===== src/rtl/axis_tx_pkt_arbiter.sv =====
// axis_tx_pkt_arbiter: packet-level round-robin arbiter sharing the MAC tx AXI-stream between two sources,
// with a length watchdog that truncates runaway packets and drains their remainder.
module axis_tx_pkt_arbiter #(
    parameter int MAX_WORDS = 384
) (
    input  logic        Clk_user,
    input  logic        Reset,
    input  logic        CPU_init_end,
    input  logic        s0_tvalid,
    input  logic [31:0] s0_tdata,
    input  logic [3:0]  s0_tstrb,
    input  logic        s0_tlast,
    output logic        s0_tready,
    input  logic        s1_tvalid,
    input  logic [31:0] s1_tdata,
    input  logic [3:0]  s1_tstrb,
    input  logic        s1_tlast,
    output logic        s1_tready,
    output logic        tx_tvalid,
    output logic [31:0] tx_tdata,
    output logic [3:0]  tx_tstrb,
    output logic        tx_tlast,
    input  logic        tx_tready,
    output logic [15:0] pkt_cnt0,
    output logic [15:0] pkt_cnt1,
    output logic [7:0]  trunc_cnt
);
    typedef enum logic [1:0] {IDLE, SEND, DRAIN} state_t;
    state_t      state;
    logic        gnt, last_gnt, win;
    logic [15:0] word_cnt;
    logic        g_tvalid, g_tlast, g_tready, at_max, beat_ok;
    logic [31:0] g_tdata;
    logic [3:0]  g_tstrb;

    always_comb begin
        g_tvalid  = gnt ? s1_tvalid : s0_tvalid;
        g_tdata   = gnt ? s1_tdata : s0_tdata;
        g_tstrb   = gnt ? s1_tstrb : s0_tstrb;
        g_tlast   = gnt ? s1_tlast : s0_tlast;
        at_max    = word_cnt == 16'(MAX_WORDS - 1);
        win       = (s0_tvalid && s1_tvalid) ? !last_gnt : s1_tvalid;
        // DRAIN swallows the remainder of a truncated packet, so the source is always ready there
        g_tready  = state == SEND ? tx_tready : state == DRAIN;
        s0_tready = g_tready && !gnt;
        s1_tready = g_tready && gnt;
        tx_tvalid = state == SEND && g_tvalid;
        tx_tdata  = state == SEND ? g_tdata : '0;
        tx_tstrb  = state == SEND ? g_tstrb : '0;
        tx_tlast  = state == SEND && (g_tlast || at_max);
        beat_ok   = g_tvalid && g_tready;
    end

    always_ff @(posedge Clk_user or posedge Reset) begin
        if (Reset) begin
            state     <= IDLE;
            gnt       <= 1'b0;
            last_gnt  <= 1'b1;
            word_cnt  <= '0;
            pkt_cnt0  <= '0;
            pkt_cnt1  <= '0;
            trunc_cnt <= '0;
        end else begin
            case (state)
                IDLE: if (CPU_init_end && (s0_tvalid || s1_tvalid)) begin
                    gnt      <= win;
                    last_gnt <= win;
                    word_cnt <= '0;
                    state    <= SEND;
                end
                SEND: if (beat_ok) begin
                    word_cnt <= word_cnt + 16'd1;
                    if (g_tlast || at_max) begin
                        if (gnt) pkt_cnt1 <= pkt_cnt1 + 16'd1;
                        else pkt_cnt0 <= pkt_cnt0 + 16'd1;
                        if (!g_tlast && trunc_cnt != 8'hFF) trunc_cnt <= trunc_cnt + 8'd1;
                        state <= g_tlast ? IDLE : DRAIN;
                    end
                end
                DRAIN: if (beat_ok && g_tlast) state <= IDLE;
                default: state <= IDLE;
            endcase
        end
    end
endmodule


===== config.mk =====
export PLATFORM = sky130hd
export DESIGN_NAME = axis_tx_pkt_arbiter
export DESIGN_NICKNAME = d
export VERILOG_FILES = /design/src/rtl/axis_tx_pkt_arbiter.sv
export SDC_FILE = /design/constraint.sdc
export NUM_CORES = 1
export LEC_CHECK = 0
export ABC_AREA = 1
export CAP_MARGIN = 10
export CORE_MARGIN = 2
export CORE_UTILIZATION = 41
export CTS_CLUSTER_SIZE = 24
export DETAILED_ROUTE_END_ITERATION = 10
export GPL_TIMING_DRIVEN = 0
export PLACE_DENSITY = 0.81
export SLEW_MARGIN = 15
export SYNTH_ARGS = -nofsm -noshare
export SYNTH_HDL_FRONTEND = slang
export SYNTH_SLANG_ARGS = --single-unit

===== constraint.sdc =====
create_clock -name Clk_user -period 1.95 [get_ports Clk_user]
set_input_delay 0.39 -clock Clk_user [delete_from_list [all_inputs] [get_ports Clk_user]]
set_output_delay 0.39 -clock Clk_user [all_outputs]
set_load 0.05 [all_outputs]

* Word-level counts from Yosys, hierarchy flattened
Cells that the tools add are included.
** Storage, ports and cells
- Register bits :: 60
- Input port bits :: 80
- Output and inout port bits :: 80
- Word-level logic and storage cells :: 59
** Operators by class
- $add $sub $neg :: 4
- Eq/ne operators :: 8
- Multiplexer cells :: 17
- Bitwise logic cells :: 1
- Reduce and logical (&&, ||, !) cells :: 22
** Operators with widths (number)
- $mux 32 :: 2
- $add 16x1->16 const B :: 3
- $mux 16 :: 2
- $pmux 16 s2 :: 1
- $eq 16x9->1 const B :: 1
- $reduce_and 4->1 :: 4
- $mux 2 :: 5
- $logic_and 1x1->1 :: 9
- $add 8x1->8 const B :: 1
- $mux 4 :: 2
- $ne 8x8->1 const B :: 1
- $pmux 2 s3 :: 1
- $mux 1 :: 4
- $ne 2x1->1 const B :: 2
- $ne 2x2->1 const B :: 2
- $logic_not 1->1 :: 3
- $reduce_and 3->1 :: 1
- $eq 2x1->1 const B :: 1
- $eq 2x2->1 const B :: 1
- $logic_not 2->1 :: 1
- $logic_or 1x1->1 :: 2
- $reduce_and 2->1 :: 1
- $reduce_bool 2->1 :: 1
- $not 1->1 :: 1

* Logic depth before layout (Yosys ltp)
Gate-level depths: netlist of run 1.
- Depth in word-level cells :: 6
- Gate-level depth with buffers :: 11
- Depth with buffers taken out :: 9

* Worst setup path after synthesis of run 1
No wires, ideal clock.
- Path type :: flip-flop to output port
- Start point :: register gnt
- End point :: output tx_tdata[15]
- Data arrival time :: 1.911 ns
- Data required time :: 1.560 ns
- Setup slack :: -0.351 ns
- Cell stages (with the launch flop) :: 6
- Path buffers :: 2
- Path through :: dfrtp_1 > inv_2 > clkbuf_1 > buf_1 > nand2_1 > a21oi_1
** Between the ends
- Longest elaborated chain between the ends :: 2
** Ends and longest elaborated chain
- start, declared :: RTL line 30 : logic gnt, last_gnt, win;
- start signal, assigned :: RTL line 66 : gnt <= win;
- $mux 32 :: RTL line 38 : g_tdata = gnt ? s1_tdata : s0_tdata;
- $mux 32 :: RTL line 48 : tx_tdata = state == SEND ? g_tdata : '0;
- end, declared :: RTL line 20 : output logic [31:0] tx_tdata,
Every way passes these cells.

* Worst setup path after layout of run 1
Same ends and word-level chain as after synthesis.

==> results of run 1 <==
routing by layer:
layer,GRT usage,share of wire,up-vias
met4,0.115,0.030,0
met2,0.493,0.51,242
met5,0,0,-
li1,-,-,2558
met3,0.0466,0.065,40
met1,0.329,0.40,2578
area by class of cell:
| cell class | instances | area, um^2 |
|---|---|---|
| flip-flops and latches | 60 | 1510 |
| multi-input cells | 534 | 3010 |
| repair buffers | 204 | 2120 |
| clock buffers | 11 | 151 |
| well taps | 136 | 170 |
| inverters | 48 | 198 |
| clock inverters | 4 | 72.6 |
| fillers | 723 | 2680 |
| plain buffers | 21 | 319 |
worst max-delay path by stage:
stage / cells past startpoint / endpoint / start
after floorplan: 5 / tx_tdata[15] / gnt
after global routing: 7 / tx_tdata[15] / gnt
after global placement: 6 / tx_tdata[25] / gnt
after detailed placement: 6 / tx_tdata[25] / gnt
final: 7 / tx_tdata[15] / gnt
after CTS: 7 / tx_tdata[18] / gnt
power by group through the flow:
stage / combinational, W / clock, W / sequential, W
2_1_floorplan: 0.00275 / 0 / 0.00169
3_3_place_gp: 0.00429 / 0 / 0.00152
3_5_place_dp: 0.00433 / 0 / 0.00153
4_1_cts: 0.00547 / 0.00130 / 0.00150
5_1_grt: 0.00684 / 0.00135 / 0.00152
6_report: 0.00660 / 0.00129 / 0.00150
repair_timing:
action,in CTS,in global routing
resized for setup,402,79
pin swaps,12,27
hold buffers,0,0
buffers inserted,14,23
setup endpoints to repair,79,38
cloned,3,6
layout by cell type, fill, tap and decap left out, types with 3 or more instances in the layout:
master / n
nand2_1: 275
clkdlybuf4s50_1: 79
dfrtp_1: 55
nor2_1: 51
buf_4: 39
dlygate4sd2_1: 39
inv_1: 38
nand3_1: 30
nand4_1: 29
a21oi_4: 29
buf_6: 28
o21ai_0: 19
nand2_2: 18
nand2_4: 18
buf_8: 18
xor2_1: 13
clkbuf_8: 12
xnor2_1: 10
a21oi_2: 9
clkbuf_16: 9
inv_2: 6
o21bai_1: 5
nand3b_1: 5
buf_12: 5
a21oi_1: 4
dfrtp_2: 4
nor3_1: 3
ha_1: 3
kinds of logic after synthesis:
| family | after synthesis | share of synthesized area |
|---|---|---|
| flops | 60 | 0.352 |
| fa+ha+maj | 4 | 0.0117 |
| compound gates | 68 | 0.0881 |
| simple gates | 439 | 0.432 |
| buf+inv | 69 | 0.0691 |
| xor+xnor | 23 | 0.0471 |
flip-flops by register name (all words and copies together) (netlist names):
name / cells
gnt: 1
last_gnt: 1
pkt_cnt0: 16
pkt_cnt1: 16
state: 2
trunc_cnt: 8
word_cnt: 16
through the flow:
step	hold slack (ns)	std cells	area [um^2]	worst slack (ns)
6_report	0.466	1018	7550	-0.104
5_1_grt	0.512	1018	7550	-0.144
4_1_cts	0.514	990	6960	-0.105
3_5_place_dp	0.503	958	6200	-1.11
3_3_place_gp	0.487	958	6200	-1.12
2_1_floorplan	0.471	663	4440	-0.106
worst reg2reg max path, stage by stage (launching register included):
cell	delay, ns
dfrtp_2	0.41
clkinv_4	0.10
buf_4	0.14
buf_4	0.13
nand2_1	0.05
nand2_1	0.08
nor2_4	0.14
nand3_1	0.14
a21oi_2	0.22
buf_4	0.22
nand2_1	0.08
nand2_1	0.06
==> reports/qor.csv, run 1 <==
stage,metric,value,unit
status,outcome,"complete, but fails checks",
status,violated checks,setup timing,
timing,final count of hold timing violations,0,
synth,Async SR Flop Fraction,1.00,
synth,Synth warnings,0,
worst_setup_path,CP Launch Type,flip-flop,
timing,fmax,0.487,GHz
detailed_routing,Vias/cell,5.32,
worst_setup_path,launch point of the worst reg-to-reg path,gnt,
cts,worst-skew pair later-pin latency,0.34,ns
timing,Final WS setup,-0.104,ns
cells_and_area,fin util,0.738,
min_path,min-delay src,s1_tvalid,
timing,worst slew pin tran,0.762,ns
detailed_routing,vias,5418,
detailed_routing,routed wire length,17.1,mm
floorplan,I/O Pins,160,
detailed_routing,antenna-violating nets left,0,
timing,fin crit share,1.05,
power_and_ir_drop,Comb power frac,0.703,
timing,"Setup violations, final",29,
power_and_ir_drop,maximum vdd drop,0.000955,V
floorplan,Core Rows,37,
worst_setup_path,Worst setup EP type,primary output,
floorplan,Die H,106,um
worst_setup_path,worst path arrival time,1.66,ns
floorplan,starting density of the core,0.418,
detailed_routing,WL per Instance,16.8,um
cts,Clock Path Buffers,2,
worst_setup_path,most frequent CP cell,buf_12,
placement,RePlAce Congestion,0.921,
timing,Final min period,2.05,ns
synth,Netlist cell types,31,
power_and_ir_drop,Int Power,0.00486,W
worst_setup_path,worst-case reg-to-reg path depth,11,
cts,"Reg clk slew, reported paths",0.07,ns
flow_run,Max Cap Violations,0,
synth,"Top FF cell, synth",dfrtp_1,
placement,post-DP HPWL,10.7,mm
worst_setup_path,Max stage delay on crit path,0.44,ns
synth,syn_nets,747,
min_path,Cells on Worst Hold Path,3,
cells_and_area,antenna fix cells,0,
global_route,vias in the first global route,5176,
cts,htree depth,3,
global_route,total gr overflow,0,
power_and_ir_drop,sw frac,0.482,
floorplan,Die ar.,11300,um^2
global_route,initial antenna violation count,0,
power_and_ir_drop,pwr dens,1240,nW/um^2
worst_setup_path,worst-path fanout max,5,
min_path,Worst Hold End,last_gnt,
power_and_ir_drop,Clk pwr share,0.137,
detailed_routing,DR DRC count,0,
power_and_ir_drop,net switching power,0.00453,W
timing,Pins Over Slew Limit,0,
cells_and_area,Area Overhead vs Synth,76.6,%
detailed_routing,drt first pass iters,6,
global_route,Tot GR Track Use,0.277,
floorplan,Die W,106,um
worst_setup_path,Worst R2R Setup Slack,0.14,ns
detailed_routing,Detailed Route Iter0 Violations,430,
cells_and_area,final net count,962,
power_and_ir_drop,Pleak,3.59,nW
worst_setup_path,number of buffers and inverters on the critical path,5,
worst_setup_path,FF-to-FF End,pkt_cnt0[11],
worst_setup_path,Setup CP Type,reg -> out,
power_and_ir_drop,Power Total,0.00939,W
worst_setup_path,CP Cell Sequence,clkinv_4 > clkbuf_16 > buf_12 > buf_12 > nand2_4 > a21oi_2 > buf_6,
global_route,largest net degree at the start of global routing,61,
synth,sequential share of the synthesized area,0.352,
placement,input/output buffers,159,
synth,most frequent cell after synthesis,nand2_1,
synth,synthesized cell area,4270,um^2
floorplan,Core Region,10200,um^2
timing,Worst slew margin,0.492,
timing,Worst Skew,0.0160,ns
synth,top cell type's share of synthesized area,0.345,
synth,"area leader, netlist",dfrtp_1,
synth,Synth Register Bits,60,
timing,setup TNS,-0.947,ns
cts,Root Driver,clkbuf_8,
min_path,Hold/Removal Path Class,in -> reg,
worst_setup_path,Top delay family on crit path,buffers and inverters,
synth,dominant cells by area after synthesis,"dfrtp_1 (35%), nand2_1 (27%), nor2_1 (4.7%)",
synth,syn avg cell area,6.45,um^2
synth,Synth top cells by count,"nand2_1 (306), dfrtp_1 (59), nor2_1 (53)",
power_and_ir_drop,sequential power share,0.160,
cts,CTS tree,yes,
synth,Post-synth EDFFs,0,
global_route,first-pass GRT wire length,25.1,mm
timing,RSZ-0062 raised after global routing,true,
cts,Clock Sink Count,60,
worst_setup_path,"Req. time, crit path",1.56,ns
cells_and_area,share of layout cells above drive strength 1,0.246,
worst_setup_path,CP max stage cell,dfrtp_2,
synth,cells after synthesis,663,
cts,CTS Buf Count,9,
(Power assumes the default switching activity.)
==> run 2: changes to the inputs <==
Settings changed: SLEW_MARGIN 15 to not set.
==> run 2 against run 1 <==
The flow still finishes with violations (setup timing). Setup slack better by 0.060 ns. Largest power group unchanged. Sequential share of layout area is 0.77 points higher. Largest cell class unchanged. Non-clock buffer count is 22 lower.
==> reports/qor.csv, run 2 (synthesis results as in run 1) <==
stage,metric,value,unit
status,outcome,"complete, but fails checks",
status,violated checks,setup timing,
timing,final count of hold timing violations,0,
global_route,largest net degree at the start of global routing,37,
detailed_routing,Vias/cell,5.23,
cts,"Reg clk slew, reported paths",0.07,ns
global_route,total gr overflow,0,
worst_setup_path,Worst R2R Setup Slack,0.16,ns
min_path,Hold/Removal Path Class,in -> async,
cts,CTS Buf Count,9,
cts,Clock Sink Count,60,
cells_and_area,fin util,0.710,
placement,post-DP HPWL,10.8,mm
floorplan,Core Rows,37,
timing,"Setup violations, final",32,
timing,Pins Over Slew Limit,0,
floorplan,Die W,106,um
detailed_routing,antenna-violating nets left,0,
cts,Post-CTS Hold Fix Bufs,0,
detailed_routing,vias,5214,
floorplan,Core Region,10200,um^2
cells_and_area,share of layout cells above drive strength 1,0.224,
floorplan,I/O Pins,160,
global_route,vias in the first global route,4976,
worst_setup_path,number of buffers and inverters on the critical path,4,
timing,Worst Skew,0.00985,ns
power_and_ir_drop,Pleak,3.39,nW
power_and_ir_drop,maximum vdd drop,0.000795,V
timing,Worst slew margin,0.617,
placement,RePlAce Congestion,0.921,
worst_setup_path,Max stage delay on crit path,0.45,ns
worst_setup_path,worst-path fanout max,7,
timing,fin crit share,1.02,
worst_setup_path,FF-to-FF End,word_cnt[11],
timing,Final min period,1.99,ns
timing,fmax,0.502,GHz
worst_setup_path,worst-case reg-to-reg path depth,10,
worst_setup_path,Setup CP Type,reg -> out,
worst_setup_path,Worst setup EP type,primary output,
global_route,first-pass GRT wire length,24.1,mm
timing,Final WS setup,-0.0436,ns
global_route,initial antenna violation count,0,
cts,Clock Path Buffers,2,
cells_and_area,Area Overhead vs Synth,69.8,%
placement,Cells after DPL,959,
cells_and_area,fill count,784,
cts,CTS tree,yes,
detailed_routing,drt first pass iters,5,
worst_setup_path,Crit. path cell count,6,
cells_and_area,antenna fix cells,0,
detailed_routing,Detailed Route Iter0 Violations,342,
worst_setup_path,CP Launch Type,flip-flop,
placement,dpl ws,-1.11,ns
timing,hold_ws,0.421,ns
cts,Root Driver,clkbuf_8,
worst_setup_path,CP Cell Sequence,nor2_8 > inv_4 > buf_12 > clkbuf_16 > a21oi_4 > buf_6,
cells_and_area,largest registers,"pkt_cnt0 x16, pkt_cnt1 x16, word_cnt x16",
detailed_routing,routed wire length,15.7,mm
floorplan,starting density of the core,0.418,
worst_setup_path,launch point of the worst reg-to-reg path,state[1],
worst_setup_path,"Req. time, crit path",1.56,ns
floorplan,Die H,106,um
flow_run,Max Cap Violations,0,
worst_setup_path,Top delay family on crit path,buffers and inverters,
cells_and_area,non-filler instance count after layout,996,
detailed_routing,DR DRC count,0,
timing,RSZ-0062 raised after global routing,true,
placement,input/output buffers,159,
cts,worst-skew pair later-pin latency,0.34,ns
global_route,Tot GR Track Use,0.265,
worst_setup_path,CP max stage cell,dfrtp_2,
cells_and_area,"commonest non-fill, non-tap cell in the layout",nand2_1,
worst_setup_path,worst path arrival time,1.60,ns
detailed_routing,WL per Instance,15.8,um
floorplan,Die ar.,11300,um^2
timing,worst slew pin tran,0.570,ns
power_and_ir_drop,pwr dens,1210,nW/um^2
cells_and_area,final net count,940,
cts,htree depth,3,
cells_and_area,"commonest cells after routing, fill and taps aside","nand2_1 (281), clkdlybuf4s50_1 (79), dfrtp_1 (56)",
run 2: worst max path at each step:
stage,slack (ns),from,end
floorplan,-0.11,gnt,tx_tdata[15]
global placement,-1.12,gnt,tx_tdata[25]
detailed placement,-1.11,gnt,tx_tdata[25]
CTS,-0.04,gnt,tx_tdata[27]
global route,-0.08,state[1],tx_tdata[26]
finish,-0.04,state[1],tx_tstrb[0]
run 2: layout make-up:
cell class | instances | area [um^2] | area share
repair buffers | 183 | 1890 | 0.261
clock buffers | 11 | 151 | 0.0209
multi-input cells | 534 | 3000 | 0.413
clock inverters | 4 | 72.6 | 0.0100
inverters | 48 | 188 | 0.0259
well taps | 136 | 170 | 0.0234
flip-flops and latches | 60 | 1510 | 0.208
plain buffers | 20 | 280 | 0.0386
run 2: metrics by stage:
stage          total power (W)  area, um^2  TNS, ns
2_1_floorplan          0.00444        4440    -2.79
6_report               0.00882        7260   -0.631
3_5_place_dp           0.00587        6220   -36.26
4_1_cts                0.00815        6920   -0.455
3_3_place_gp           0.00581        6200   -96.92
5_1_grt                0.00918        7260    -2.25
run 2: timing repair:
action                     in CTS  in global routing
setup endpoints to repair      79                 40
cloned                          2                  3
resized for setup             399                 69
buffers inserted                9                  9
pin swaps                       9                 14
run 2: power by group:
part / internal [W] / switching [W] / total (W)
Sequential: 0.00137 / 0.000129 / 0.00150
Clock: 0.000780 / 0.000487 / 0.00127
Combinational: 0.00233 / 0.00372 / 0.00605
Total: 0.00448 / 0.00434 / 0.00882
run 2: worst register-to-register path: cells and delay by family, from the launching register on:
family                 cells  cell delay, ns
buffers and inverters      4            0.54
flip-flops                 1            0.45
AND/OR/NAND/NOR            6            0.76
run 2: routing by layer:
metal  track usage  wire length (um)
met1         0.322              6370
met2         0.466              7930
met3        0.0435               916
met4         0.104               505
met5             0                 0
==> run 3: changes to the inputs <==
Settings changed: TNS_END_PERCENT set to 5.
==> run 3 against run 2 <==
The flow still finishes with violations (setup timing). Cell area down 5.9%. Combinational power down 14%. Clock skew down 0.0014 ns. Fmax about the same. Non-clock buffer count down 4. Power down 10%. Die area unchanged. Via count down 2.7%. Core utilization down 4.2 points. Global-route usage down 3.0 points. First-iteration DRC count up 9.4%. Sequential share of layout area up 1.3 points. Critical path type unchanged. Highest routed layer unchanged.
==> reports/qor.csv, run 3 (synthesis results as in run 1) <==
stage,metric,value,unit
worst_setup_path,Crit. path cell count,6,
cells_and_area,non-filler instance count after layout,993,
timing,Worst slew margin,0.573,
worst_setup_path,critical path endpoint,tx_tdata[6],
detailed_routing,antenna-violating nets left,0,
worst_setup_path,Worst R2R Setup Slack,0.09,ns
cts,Clock Sink Count,60,
placement,Cells after DPL,959,
cells_and_area,fill count,868,
detailed_routing,WL per Instance,13.8,um
power_and_ir_drop,Pleak,3.30,nW
power_and_ir_drop,maximum vdd drop,0.00102,V
timing,fmax,0.502,GHz
worst_setup_path,Setup CP Type,reg -> out,
placement,dpl ws,-0.968,ns
flow_run,Max Cap Violations,0,
cells_and_area,final net count,936,
timing,Final WS setup,-0.0417,ns
placement,post-DP HPWL,9.87,mm
min_path,Hold/Removal Path Class,in -> async,
status,violated checks,setup timing,
detailed_routing,routed wire length,13.7,mm
cells_and_area,"commonest cells after routing, fill and taps aside","nand2_1 (297), clkdlybuf4s50_1 (80), dfrtp_1 (56)",
timing,Pins Over Slew Limit,0,
power_and_ir_drop,Power Total,0.00792,W
worst_setup_path,most frequent CP cell,buf_12,
global_route,total gr overflow,0,
global_route,first-pass GRT wire length,21.5,mm
cells_and_area,fin util,0.668,
worst_setup_path,"Req. time, crit path",1.56,ns
worst_setup_path,Worst Setup SP,state[1],
worst_setup_path,worst-path fanout max,10,
placement,input/output buffers,159,
floorplan,Die W,106,um
timing,"Setup violations, final",31,
floorplan,I/O Pins,160,
timing,final count of hold timing violations,0,
cells_and_area,design area,6830,um^2
worst_setup_path,FF-to-FF End,pkt_cnt0[0],
cts,CTS Buf Count,9,
floorplan,Die ar.,11300,um^2
cts,Clock Path Buffers,2,
detailed_routing,DR DRC count,0,
floorplan,Core Rows,37,
worst_setup_path,worst-case reg-to-reg path depth,10,
cts,Post-CTS Hold Fix Bufs,0,
cts,htree depth,3,
worst_setup_path,CP Launch Type,flip-flop,
cts,Root Driver,clkbuf_8,
cells_and_area,Area Overhead vs Synth,59.8,%
detailed_routing,drt first pass iters,8,
timing,fin crit share,1.02,
floorplan,starting density of the core,0.418,
power_and_ir_drop,pwr dens,1160,nW/um^2
global_route,largest net degree at the start of global routing,40,
cts,CTS tree,yes,
status,outcome,"complete, but fails checks",
cells_and_area,share of layout cells above drive strength 1,0.191,
worst_setup_path,launch point of the worst reg-to-reg path,gnt,
cells_and_area,"commonest non-fill, non-tap cell in the layout",nand2_1,
cts,"Reg clk slew, reported paths",0.07,ns
worst_setup_path,Top delay family on crit path,buffers and inverters,
worst_setup_path,CP max stage cell,dfrtp_2,
timing,Worst Skew,0.00848,ns
global_route,vias in the first global route,4852,
detailed_routing,Detailed Route Iter0 Violations,374,
worst_setup_path,Max stage delay on crit path,0.45,ns
floorplan,Die H,106,um
worst_setup_path,number of buffers and inverters on the critical path,4,
cells_and_area,largest registers,"pkt_cnt0 x16, pkt_cnt1 x16, word_cnt x16",
cells_and_area,antenna fix cells,0,
floorplan,Core Region,10200,um^2
global_route,Tot GR Track Use,0.235,
timing,RSZ-0062 raised after global routing,true,
detailed_routing,Vias/cell,5.11,
placement,placed cell area,6170,um^2
timing,Final min period,1.99,ns
detailed_routing,vias,5072,
global_route,initial antenna violation count,0,
worst_setup_path,worst path arrival time,1.60,ns
placement,RePlAce Congestion,0.943,
timing,worst slew pin tran,0.636,ns
worst_setup_path,Worst setup EP type,primary output,
worst_setup_path,CP Cell Sequence,nor2_8 > inv_4 > buf_12 > buf_12 > a21oi_2 > buf_6,
cts,worst-skew pair later-pin latency,0.34,ns
==> run 3: changes by cell type in the layout (fill, tap and decap cells not counted), moves of 4 or more <==
cell     change
a21oi_2     +23
nand2_4      -4
nand2_1     +16
nand2_2     -12
a21oi_1      +5
a21oi_4     -28
buf_8        -4
==> run 3: cell type report <==
class,count,area [um^2],share of cell area
clock buffer,12,155,0.0227
inverter,48,188,0.0275
buffer,21,287,0.0419
sequential,60,1510,0.221
clock inverter,4,47.5,0.00696
multi-input combinational,534,2710,0.397
tap,136,170,0.0249
timing repair buffer,178,1770,0.259
==> run 3: metal layers <==
layer / track usage / share of wire
met1: 0.274 / 0.39
met2: 0.420 / 0.53
met3: 0.0527 / 0.063
met4: 0.0836 / 0.018
met5: 0 / 0
==> run 3: worst min-delay path by stage <==
stage                   to  depth (start not counted)     start  slack (ns)
6_report       pkt_cnt1[0]                          2     Reset        0.40
3_5_place_dp      last_gnt                          2  last_gnt        0.51
4_1_cts        pkt_cnt1[0]                          2     Reset        0.41
5_1_grt        pkt_cnt1[0]                          2     Reset        0.44
2_1_floorplan     last_gnt                          2  last_gnt        0.47
3_3_place_gp      last_gnt                          2  last_gnt        0.49
==> run 3: through the flow <==
step | hold WS, ns | setup TNS (ns)
4_1_cts | 0.406 | -0.685
6_report | 0.399 | -0.541
3_3_place_gp | 0.488 | -95.28
2_1_floorplan | 0.471 | -3.41
5_1_grt | 0.438 | -2.66
3_5_place_dp | 0.511 | -36.71
==> run 3: worst register-to-register path: stages (launching register included) <==
cell and delay (ns):
dfrtp_2 0.43, clkinv_4 0.10, buf_4 0.14, nand2_1 0.05
nand2_1 0.07, nor2_4 0.14, nand3_1 0.19, a21oi_2 0.32
buf_4 0.24, nand2_1 0.07, nand2_1 0.05
==> run 3: power by group <==
group / switching, W / leakage, nW / internal (W) / total (W)
Combinational: 0.00325 / 2.37 / 0.00198 / 0.00523
Sequential: 0.000144 / 0.823 / 0.00137 / 0.00151
Clock: 0.000524 / 0.102 / 0.000657 / 0.00118
==> run 3: what timing repair did <==
| item | CTS | global route |
|---|---|---|
| resized for setup | 365 | 34 |
| endpoints found under the hold margin | 0 | 0 |
| setup endpoints to repair | 89 | 50 |
| gates cloned | 2 | 2 |
| setup buffers | 8 | 6 |
| pin swaps | 4 | 9 |
